<file path="src/rtl/arp_rx_parser.sv">
// ARP payload parser: validates the 28-byte ARP header on a DATA_W beat stream and
// presents one result per good frame. Define ARP_RX_STATS_EN to add stat_ok/stat_err counters.
module arp_rx_parser #(
    parameter int          DATA_W       = 8,
    parameter logic [31:0] LOCAL_IP     = 32'hC0A80164,
    parameter int          ACCEPT_REPLY = 1
) (
    input  logic              clk,
    input  logic              rst,
    input  logic [DATA_W-1:0] s_data,
    input  logic              s_valid,
    input  logic              s_last,
    output logic              m_valid,
    input  logic              m_ready,
    output logic [15:0]       m_op,
    output logic [47:0]       m_sha,
    output logic [31:0]       m_spa,
    output logic [47:0]       m_tha,
    output logic [31:0]       m_tpa,
    output logic              m_for_us,
    output logic              err,
    output logic [2:0]        err_code
`ifdef ARP_RX_STATS_EN
    ,
    output logic [15:0]       stat_ok,
    output logic [15:0]       stat_err
`endif
);

    localparam int BPB       = DATA_W / 8;
    localparam int HDR_BYTES = 28;

    typedef enum logic [2:0] {IDLE, HDR, ADDR, TAIL, DROP} state_t;

    state_t      state_reg, state_next;
    logic [5:0]  cnt_reg, cnt_next;
    logic [5:0]  cnt_sum;
    logic        beat_active;
    logic        complete;
    logic        load;
    logic        ovf;
    logic        err_next;
    logic [2:0]  code_next;
    logic        fail;
    logic [2:0]  fail_code;

    logic [7:0]  lane [BPB];
    logic [8*HDR_BYTES-1:0] cur_bytes;

    logic [15:0] htype, ptype, oper;
    logic [7:0]  hlen, plen;
    logic [47:0] sha, tha;
    logic [31:0] spa, tpa;
    logic        oper_ok;

    genvar gi;

    // Lane 0 carries the earliest byte of the beat.
    generate
        for (gi = 0; gi < BPB; gi++) begin : g_lane
            assign lane[gi] = s_data[DATA_W-1-8*gi -: 8];
        end
    endgenerate

    assign beat_active = s_valid && (state_reg == IDLE || state_reg == HDR || state_reg == ADDR);

    // Per header byte: the stored value, overridden by the lane landing on it this beat,
    // so a field can be checked on the same beat that completes it.
    generate
        for (gi = 0; gi < HDR_BYTES; gi++) begin : g_byte
            logic [7:0] byte_reg;
            logic [7:0] byte_cur;

            always_comb begin
                byte_cur = byte_reg;
                for (int l = 0; l < BPB; l++) begin
                    if (beat_active && (int'(cnt_reg) + l == gi)) begin
                        byte_cur = lane[l];
                    end
                end
            end

            always_ff @(posedge clk) begin
                if (rst) begin
                    byte_reg <= '0;
                end else if (beat_active) begin
                    byte_reg <= byte_cur;
                end
            end

            assign cur_bytes[8*(HDR_BYTES-1-gi) +: 8] = byte_cur;
        end
    endgenerate

    assign htype = cur_bytes[223:208];
    assign ptype = cur_bytes[207:192];
    assign hlen  = cur_bytes[191:184];
    assign plen  = cur_bytes[183:176];
    assign oper  = cur_bytes[175:160];
    assign sha   = cur_bytes[159:112];
    assign spa   = cur_bytes[111:80];
    assign tha   = cur_bytes[79:32];
    assign tpa   = cur_bytes[31:0];

    assign oper_ok = (oper == 16'd1) || ((ACCEPT_REPLY != 0) && (oper == 16'd2));
    assign cnt_sum = cnt_reg + 6'(BPB);

    function automatic logic covers(input logic [5:0] c, input int pos);
        return (int'(c) <= pos) && (pos < int'(c) + BPB);
    endfunction

    always_ff @(posedge clk) begin
        if (rst) begin
            state_reg <= IDLE;
            cnt_reg   <= '0;
        end else begin
            state_reg <= state_next;
            cnt_reg   <= cnt_next;
        end
    end

    always_comb begin
        state_next = state_reg;
        cnt_next   = cnt_reg;
        err_next   = 1'b0;
        code_next  = 3'd0;
        complete   = 1'b0;
        fail       = 1'b1;
        fail_code  = 3'd0;
        case (state_reg)
            IDLE, HDR, ADDR: begin
                if (s_valid) begin
                    // Fields complete in byte order, so the earliest failing check wins.
                    if (covers(cnt_reg, 1) && htype != 16'h0001) begin
                        fail_code = 3'd1;
                    end else if (covers(cnt_reg, 3) && ptype != 16'h0800) begin
                        fail_code = 3'd2;
                    end else if (covers(cnt_reg, 5) && (hlen != 8'd6 || plen != 8'd4)) begin
                        fail_code = 3'd3;
                    end else if (covers(cnt_reg, 7) && !oper_ok) begin
                        fail_code = 3'd4;
                    end else begin
                        fail = 1'b0;
                    end

                    if (fail) begin
                        err_next   = 1'b1;
                        code_next  = fail_code;
                        cnt_next   = '0;
                        state_next = s_last ? IDLE : DROP;
                    end else if (covers(cnt_reg, 27)) begin
                        complete   = 1'b1;
                        cnt_next   = '0;
                        state_next = s_last ? IDLE : TAIL;
                    end else if (s_last) begin
                        err_next   = 1'b1;
                        code_next  = 3'd5;
                        cnt_next   = '0;
                        state_next = IDLE;
                    end else begin
                        cnt_next   = cnt_sum;
                        state_next = (cnt_sum < 6'd8) ? HDR : ADDR;
                    end
                end
            end
            TAIL, DROP: begin
                if (s_valid && s_last) begin
                    state_next = IDLE;
                    cnt_next   = '0;
                end
            end
            default: begin
                state_next = IDLE;
                cnt_next   = '0;
            end
        endcase
    end

    // A result completing during a handshake may take the slot being freed.
    assign load = complete && (!m_valid || m_ready);
    assign ovf  = complete && m_valid && !m_ready;

    always_ff @(posedge clk) begin
        if (rst) begin
            m_valid  <= 1'b0;
            m_op     <= '0;
            m_sha    <= '0;
            m_spa    <= '0;
            m_tha    <= '0;
            m_tpa    <= '0;
            m_for_us <= 1'b0;
            err      <= 1'b0;
            err_code <= '0;
        end else begin
            err      <= err_next || ovf;
            err_code <= ovf ? 3'd6 : code_next;
            if (load) begin
                m_valid  <= 1'b1;
                m_op     <= oper;
                m_sha    <= sha;
                m_spa    <= spa;
                m_tha    <= tha;
                m_tpa    <= tpa;
                m_for_us <= (tpa == LOCAL_IP);
            end else if (m_ready) begin
                m_valid <= 1'b0;
            end
        end
    end

`ifdef ARP_RX_STATS_EN
    always_ff @(posedge clk) begin
        if (rst) begin
            stat_ok  <= '0;
            stat_err <= '0;
        end else begin
            if (load && stat_ok != 16'hFFFF) begin
                stat_ok <= stat_ok + 16'd1;
            end
            if ((err_next || ovf) && stat_err != 16'hFFFF) begin
                stat_err <= stat_err + 16'd1;
            end
        end
    end
`endif

endmodule

</file>
<file path="config.mk">
export PLATFORM = sky130hd
export DESIGN_NAME = arp_rx_parser
export DESIGN_NICKNAME = d
export VERILOG_FILES = /design/src/rtl/arp_rx_parser.sv
export SDC_FILE = /design/constraint.sdc
export NUM_CORES = 1
export LEC_CHECK = 0
export ABC_AREA = 0
export BUFFER_PORTS_ARGS = -buffer_cell sky130_fd_sc_hd__buf_2
export CORE_MARGIN = 2
export CORE_UTILIZATION = 50
export CTS_CLUSTER_DIAMETER = 80
export DETAILED_ROUTE_END_ITERATION = 10
export PLACE_DENSITY_LB_ADDON = 0.3
export SLEW_MARGIN = 25
export SYNTH_ARGS = -nofsm -noshare
export SYNTH_HDL_FRONTEND = slang
export SYNTH_SLANG_ARGS = --single-unit
export TNS_END_PERCENT = 5
</file>
<file path="constraint.sdc">
create_clock -name clk -period 6.25 [get_ports clk]
set_input_delay 0.625 -clock clk [delete_from_list [all_inputs] [get_ports clk]]
set_output_delay 0.625 -clock clk [all_outputs]
set_load 0.005 [all_outputs]
</file>
**After elaboration in Yosys (flattened, before gate mapping)**

Index checks and enable logic that the tools add are counted.

- Bits in registers: 415
- Input port bits: 13
- Output and inout port bits: 182
- Word-level logic and storage cells: 223

- $add $sub $neg: 2
- $lt $le $gt $ge: 11
- Eq/ne operators: 40
- Muxes and demuxes: 70
- Bitwise operators: 2
- Reductions and logical operators: 58

Operators with widths:

| kind | number |
|---|---|
| two-way mux 8 bit | 28 |
| == test 6 bit (second input constant) | 12 |
| less-than comparator 4 x 32 -> 1 bit (first input constant) | 2 |
| == test 6 x 5 -> 1 bit (second input constant) | 8 |
| logical AND 1 bit | 42 |
| two-way mux 3 bit | 14 |
| == test 32 bit (second input constant) | 1 |
| zero test 32 bit | 1 |
| less-than comparator 2 x 32 -> 1 bit (first input constant) | 1 |
| less-than comparator 3 x 32 -> 1 bit (first input constant) | 1 |
| two-way mux 6 bit | 5 |
| == test 6 x 4 -> 1 bit (second input constant) | 4 |
| two-way mux 1 bit | 17 |
| == test 16 x 1 -> 1 bit (second input constant) | 1 |
| == test 16 x 2 -> 1 bit (second input constant) | 1 |
| inequality test 16 x 1 -> 1 bit (second input constant) | 1 |
| inequality test 16 x 12 -> 1 bit (second input constant) | 1 |
| inequality test 8 x 3 -> 1 bit (second input constant) | 2 |
| == test 6 x 3 -> 1 bit (second input constant) | 2 |
| <= comparator 6 x 3 -> 1 bit (second input constant) | 2 |
| case mux 6 bit (2 select lines) | 1 |
| two-way mux 2 bit | 4 |
| adder 6 x 1 -> 7 bit (second input constant) | 1 |
| less-than comparator 5 x 7 -> 1 bit (first input constant) | 1 |
| other kinds (20) | 30 |

**Depth between registers and ports, before layout**

- Depth in word-level cells: 22
- Mapped depth: 12
- Mapped depth without buffers: 10

**Least setup slack after synthesis**

No wires, ideal clock.

- Kind: in2reg
- From: input s_valid
- To: register err_code[0]
- Library setup time: 0.116 ns
- Arrival: 2.606 ns
- Data required time: 6.134 ns
- Setup slack: 3.528 ns
- Cell stages on the path: 11
- Buffers on the path: 3
- Cell sequence: nor2b_1 clkbuf_1 buf_2 nand4_1 buf_1 nor2_1 o2111a_1 or2_2 a31oi_1 nor2_1 o211a_1

- Longest elaborated chain between the ends: 19
- Elaborated cells on any way between the ends: 47
- Classes of those cells: eq/ne (6); mux (21); bitwise (1); reduce/logical (19)

RTL lines:

| item | line | source |
|---|---|---|
| start, declared | 11 | `input logic s_valid,` |
| logical AND 1 bit | 65 | `assign beat_active = s_valid && (state_reg == IDLE \|\| state_reg == HDR \|\| state_reg == ADDR);` |
| logical AND 1 bit | 77 | `if (beat_active && (int'(cnt_reg) + l == gi)) begin` |
| two-way mux 8 bit | 77 |  |
| == test 16 x 1 -> 1 bit or == test 16 x 2 -> 1 bit (tied branches) | 105 | `assign oper_ok = (oper == 16'd1) \|\| ((ACCEPT_REPLY != 0) && (oper == 16'd2));` |
| logical OR 1 bit | 105 |  |
| zero test 1 bit | 140 | `end else if (covers(cnt_reg, 7) && !oper_ok) begin` |
| logical AND 1 bit | 140 |  |
| two-way mux 1 bit | 140 |  |
| [2 not listed] | -- |  |
| two-way mux 1 bit | 134 | `if (covers(cnt_reg, 1) && htype != 16'h0001) begin` |
| two-way mux 1 bit | 132 | `if (s_valid) begin` |
| two-way mux 1 bit | 130 | `case (state_reg)` |
| two-way mux 1 bit | 146 | `if (fail) begin` |
| two-way mux 1 bit | 132 |  |
| two-way mux 1 bit | 130 |  |
| logical AND 1 bit (2 in a row) | 181 | `assign ovf = complete && m_valid && !m_ready;` |
| OR reduction 4 bit (no source line) | -- |  |
| end signal, assigned | 196 | `err_code <= ovf ? 3'd6 : code_next;` |
| end, declared | 22 | `output logic [2:0] err_code` |

Several ways; a longest one is shown, not always the timed one. The select of a mux whose other input is x is not followed.
A chain may end at the register's enable or synchronous reset.

**Worst setup path in the final report**

- From: register cnt_reg[2]
- To: register cnt_reg[5]

- Longest elaborated chain between the ends: 16
- Elaborated cells on any way between the ends: 65
- Classes of those cells: add/sub (2); order compare (10); eq/ne (13); mux (19); reduce/logical (21)

RTL lines:

| item | line | source |
|---|---|---|
| start, declared | 36 | `logic [5:0] cnt_reg, cnt_next;` |
| start signal, assigned | 118 | `cnt_reg <= cnt_next;` |
| parallel branches: the longest is 13 deep, another holds less-than comparator 4 x 32 -> 1 bit | -- |  |
| two-way mux 6 bit (*) | 146 |  |
| two-way mux 6 bit (*) | 132 |  |
| case mux 6 bit (2 select lines) (*) | 130 |  |

Every way passes the cells marked *. The select of a mux whose other input is x is not followed.

==> impl_metrics.env <==
export IMPL_cts_hold_buffers=0
export IMPL_worstSetupStartpointType="flip-flop"
export IMPL_drc=0
export IMPL_netlist_area_mm2=0.0154
export IMPL_ant_nets=0
export IMPL_ys_flop_type="dfxtp_1"
export IMPL_fmax_ghz=0.256
export IMPL_syn_mean_instance_area_um2=9.19
export IMPL_wl_per_cell_um=17.2
export IMPL_num_fill_cells=2707
export IMPL_critPathLaunch="cnt_reg[2]"
export IMPL_synth_most_common_cell="nor2_1"
export IMPL_fin_setup_tns_ns=0
export IMPL_finalInstanceArea_mm2=0.0179
export IMPL_p_seq_share_pct=50.3
export IMPL_vdd_drop_max_v=0.000195
export IMPL_die_h_um=179
export IMPL_synth_fa_ha_area_share_pct=0.325
export IMPL_fin_skew_ns=0.0148
export IMPL_synth_top_area_cell="dfxtp_1"
export IMPL_internal_power_mw=4.13
export IMPL_drt_total_wl_um=38000
export IMPL_arrival_ns=4.36
export IMPL_yosys_top_cells_count="416 x nor2_1, 415 x dfxtp_1, 177 x a211oi_1, 158 x mux2i_1, 126 x clkbuf_1"
export IMPL_p_sw_share_pct=21.9
export IMPL_finalMaxSlewViolations=0
export IMPL_worstRegToRegCells=8
export IMPL_cts_buffers=42
export IMPL_clock_root_buffer="clkbuf_16"
export IMPL_syn_inst=1675
export IMPL_r2r_start="cnt_reg[2]"
export IMPL_io_pin_count=195
export IMPL_hp_class="flip-flop to flip-flop"
export IMPL_finalSetupViolations=0
export IMPL_path_max_fanout=19
export IMPL_synth_cell_types=63
export IMPL_cts_tree="yes"
export IMPL_synth_area_leaders="dfxtp_1 54%, mux2i_1 10%, nor2_1 10%, a211oi_1 8.6%, clkbuf_1 3.1%"
export IMPL_syn_num_nets=1692
export IMPL_yosysTopAreaCellShare_pct=54.0
export IMPL_final_nets=1801
export IMPL_h_tree_depth=2
export IMPL_post_dp_cell_area_mm2=0.0165
export IMPL_initial_core_util_pct=50.6
export IMPL_endpoint="cnt_reg[5]"
export IMPL_largest_register_ffs=224
export IMPL_avgViaCountPerCell=5.53
export IMPL_die_width_um=179
export IMPL_final_hold_viol_count=0
export IMPL_synth_warnings=0
export IMPL_diodes=0
export IMPL_hpwl_um=22200
export IMPL_synth_compound_area_share_pct=13.6
export IMPL_worstMarginPinSlew_ns=1.00
export IMPL_gp_congestion=0.853
export IMPL_dieArea_mm2=0.0322
export IMPL_endpoint_kind="flip-flop"
export IMPL_combPwrFrac_pct=3.0
export IMPL_insertion_delay_ns=0.55
export IMPL_grt_pass1_wl_um=61100
export IMPL_rsz0062_at_grt="no"
export IMPL_area_growth_synth_to_final_pct=16.0
export IMPL_critPathKind="flip-flop to flip-flop"
export IMPL_dp_cells=2135
export IMPL_via_count=12223
export IMPL_utilization_pct=58.7
export IMPL_finalCritPeriodShare_pct=62.5
export IMPL_finalNonFillerCells=2211
export IMPL_grt_ovfl_total=0
export IMPL_drive_gt1_share_pct=15.6
export IMPL_antenna_found_initial=0
export IMPL_clkTransAtPathRegs_ns=0.06
export IMPL_cts_resized=0
export IMPL_first_global_vias=11419
export IMPL_leakage_nw=7.87
export IMPL_drt_initial_drc_count=980
export IMPL_whs_ns=0.451
export IMPL_crit_required_ns=6.71
export IMPL_rows=64
export IMPL_core_area_mm2=0.0304
export IMPL_cts_sinks=415
export IMPL_synth_mux_area_share_pct=10.3
export IMPL_track_usage_pct=22.8
export IMPL_ys_ff_latch=415
export IMPL_cap_violations=0
export IMPL_grt_max_degree=264
export IMPL_post_cts_buffers=0
export IMPL_ys_seq_area_share_pct=54.0
export IMPL_io_buffers=194
export IMPL_max_clock_path_buffers=3
export IMPL_clockPowerShare_pct=46.7
export IMPL_synth_simple_area_share_pct=18.1
export IMPL_synth_xor_area_share_pct=0.0569
export IMPL_drtPass1Iterations=5
export IMPL_rrSetupSlack_ns=2.35
export IMPL_synth_top_family_by_area="simple AND/OR/NAND/NOR gates"
export IMPL_synth_edff_count=0
export IMPL_r2r_end="cnt_reg[5]"
export IMPL_status="complete, no violations"
export IMPL_finalCriticalPeriod_ns=3.90
export IMPL_synth_async_sr_flop_share_pct=0
export IMPL_powerDensity_mw_per_mm2=296
export IMPL_slew_headroom_pct=32.8
export IMPL_switchingPower_mw=1.16
==> power groups by stage <==
stage	clock network, mW	logic [mW]	registers, mW
after floorplan	0	0.101	2.72
after global placement	0	0.153	2.72
after detailed placement	0	0.155	2.72
after CTS	2.51	0.155	2.66
after global routing	2.61	0.171	2.66
final	2.47	0.159	2.66
==> worst max-delay path, stage by stage, from the launching register on <==
cell and delay (ns):
dfxtp_1 0.64, nor4b_4 0.91, nand4_1 0.73, o31ai_1 0.45, o2111a_1 0.26, o21bai_1 0.10, nor3_4 0.33, nand3_2 0.16
o31ai_2 0.23
==> area by class of cell <==
cell class | instances | area [um^2] | area share, %
tap | 396 | 495 | 2.78
multi-input combinational | 1110 | 6520 | 36.5
inverter | 7 | 26.3 | 0.147
clock buffer | 63 | 1220 | 6.84
clock inverter | 12 | 141 | 0.792
sequential | 415 | 8310 | 46.5
timing repair buffer | 208 | 1140 | 6.41
==> metrics by stage <==
| stage | power, mW | setup WS (ns) |
|---|---|---|
| global route | 5.43 | 2.06 |
| detailed placement | 2.87 | 2.43 |
| global placement | 2.87 | 2.62 |
| finish | 5.28 | 2.35 |
| CTS | 5.32 | 2.37 |
| floorplan | 2.82 | 3.53 |
==> kinds of logic (layout without fill, tap and decap cells) <==
logic type | after synthesis | after routing
mux | 158 | 158
xor+xnor | 1 | 1
flops | 415 | 415
buf+inv | 150 | 290
compound gates | 304 | 304
simple gates | 643 | 643
fa+ha+maj | 4 | 4
==> routing by layer <==
metal	vias up	GRT usage [%]	part of all wire [%]
met5	-	0	0
met4	0	7.15	2.3
met3	67	3.87	6.1
met2	362	36.8	45
met1	5748	31.4	46
li1	6046	-	-
==> worst min path at each step <==
stage,to,depth (start not counted),start,slack (ns)
3_5_place_dp,g_byte[3].byte_reg[0],2,g_byte[3].byte_reg[0],0.45
3_3_place_gp,g_byte[2].byte_reg[6],2,g_byte[2].byte_reg[6],0.44
4_1_cts,g_byte[3].byte_reg[0],2,g_byte[3].byte_reg[0],0.45
6_report,g_byte[3].byte_reg[0],2,g_byte[3].byte_reg[0],0.45
5_1_grt,g_byte[5].byte_reg[3],2,g_byte[5].byte_reg[3],0.47
2_1_floorplan,g_byte[2].byte_reg[4],2,g_byte[2].byte_reg[4],0.43
==> placed cells by master (no fill, tap or decap), types with 4 or more instances in the layout <==
cell type and count:
nor3_1 20, inv_1 6, nor2_1 416, clkbuf_16 43
nand2b_1 6, ha_1 4, o21ai_0 6, buf_4 10
a31oi_1 6, and3_1 7, nand3_1 49, a211oi_1 177
clkbuf_8 7, mux2i_1 158, nor3b_1 5, buf_2 193
clkbuf_1 13, nor2b_1 6, or2_2 4, nor4_1 5
nand2_1 88, dfxtp_1 415, nand4_1 11, o31ai_1 4
a21oi_1 80, nand3b_1 4, clkinv_2 5
(Power assumes the default switching activity.)
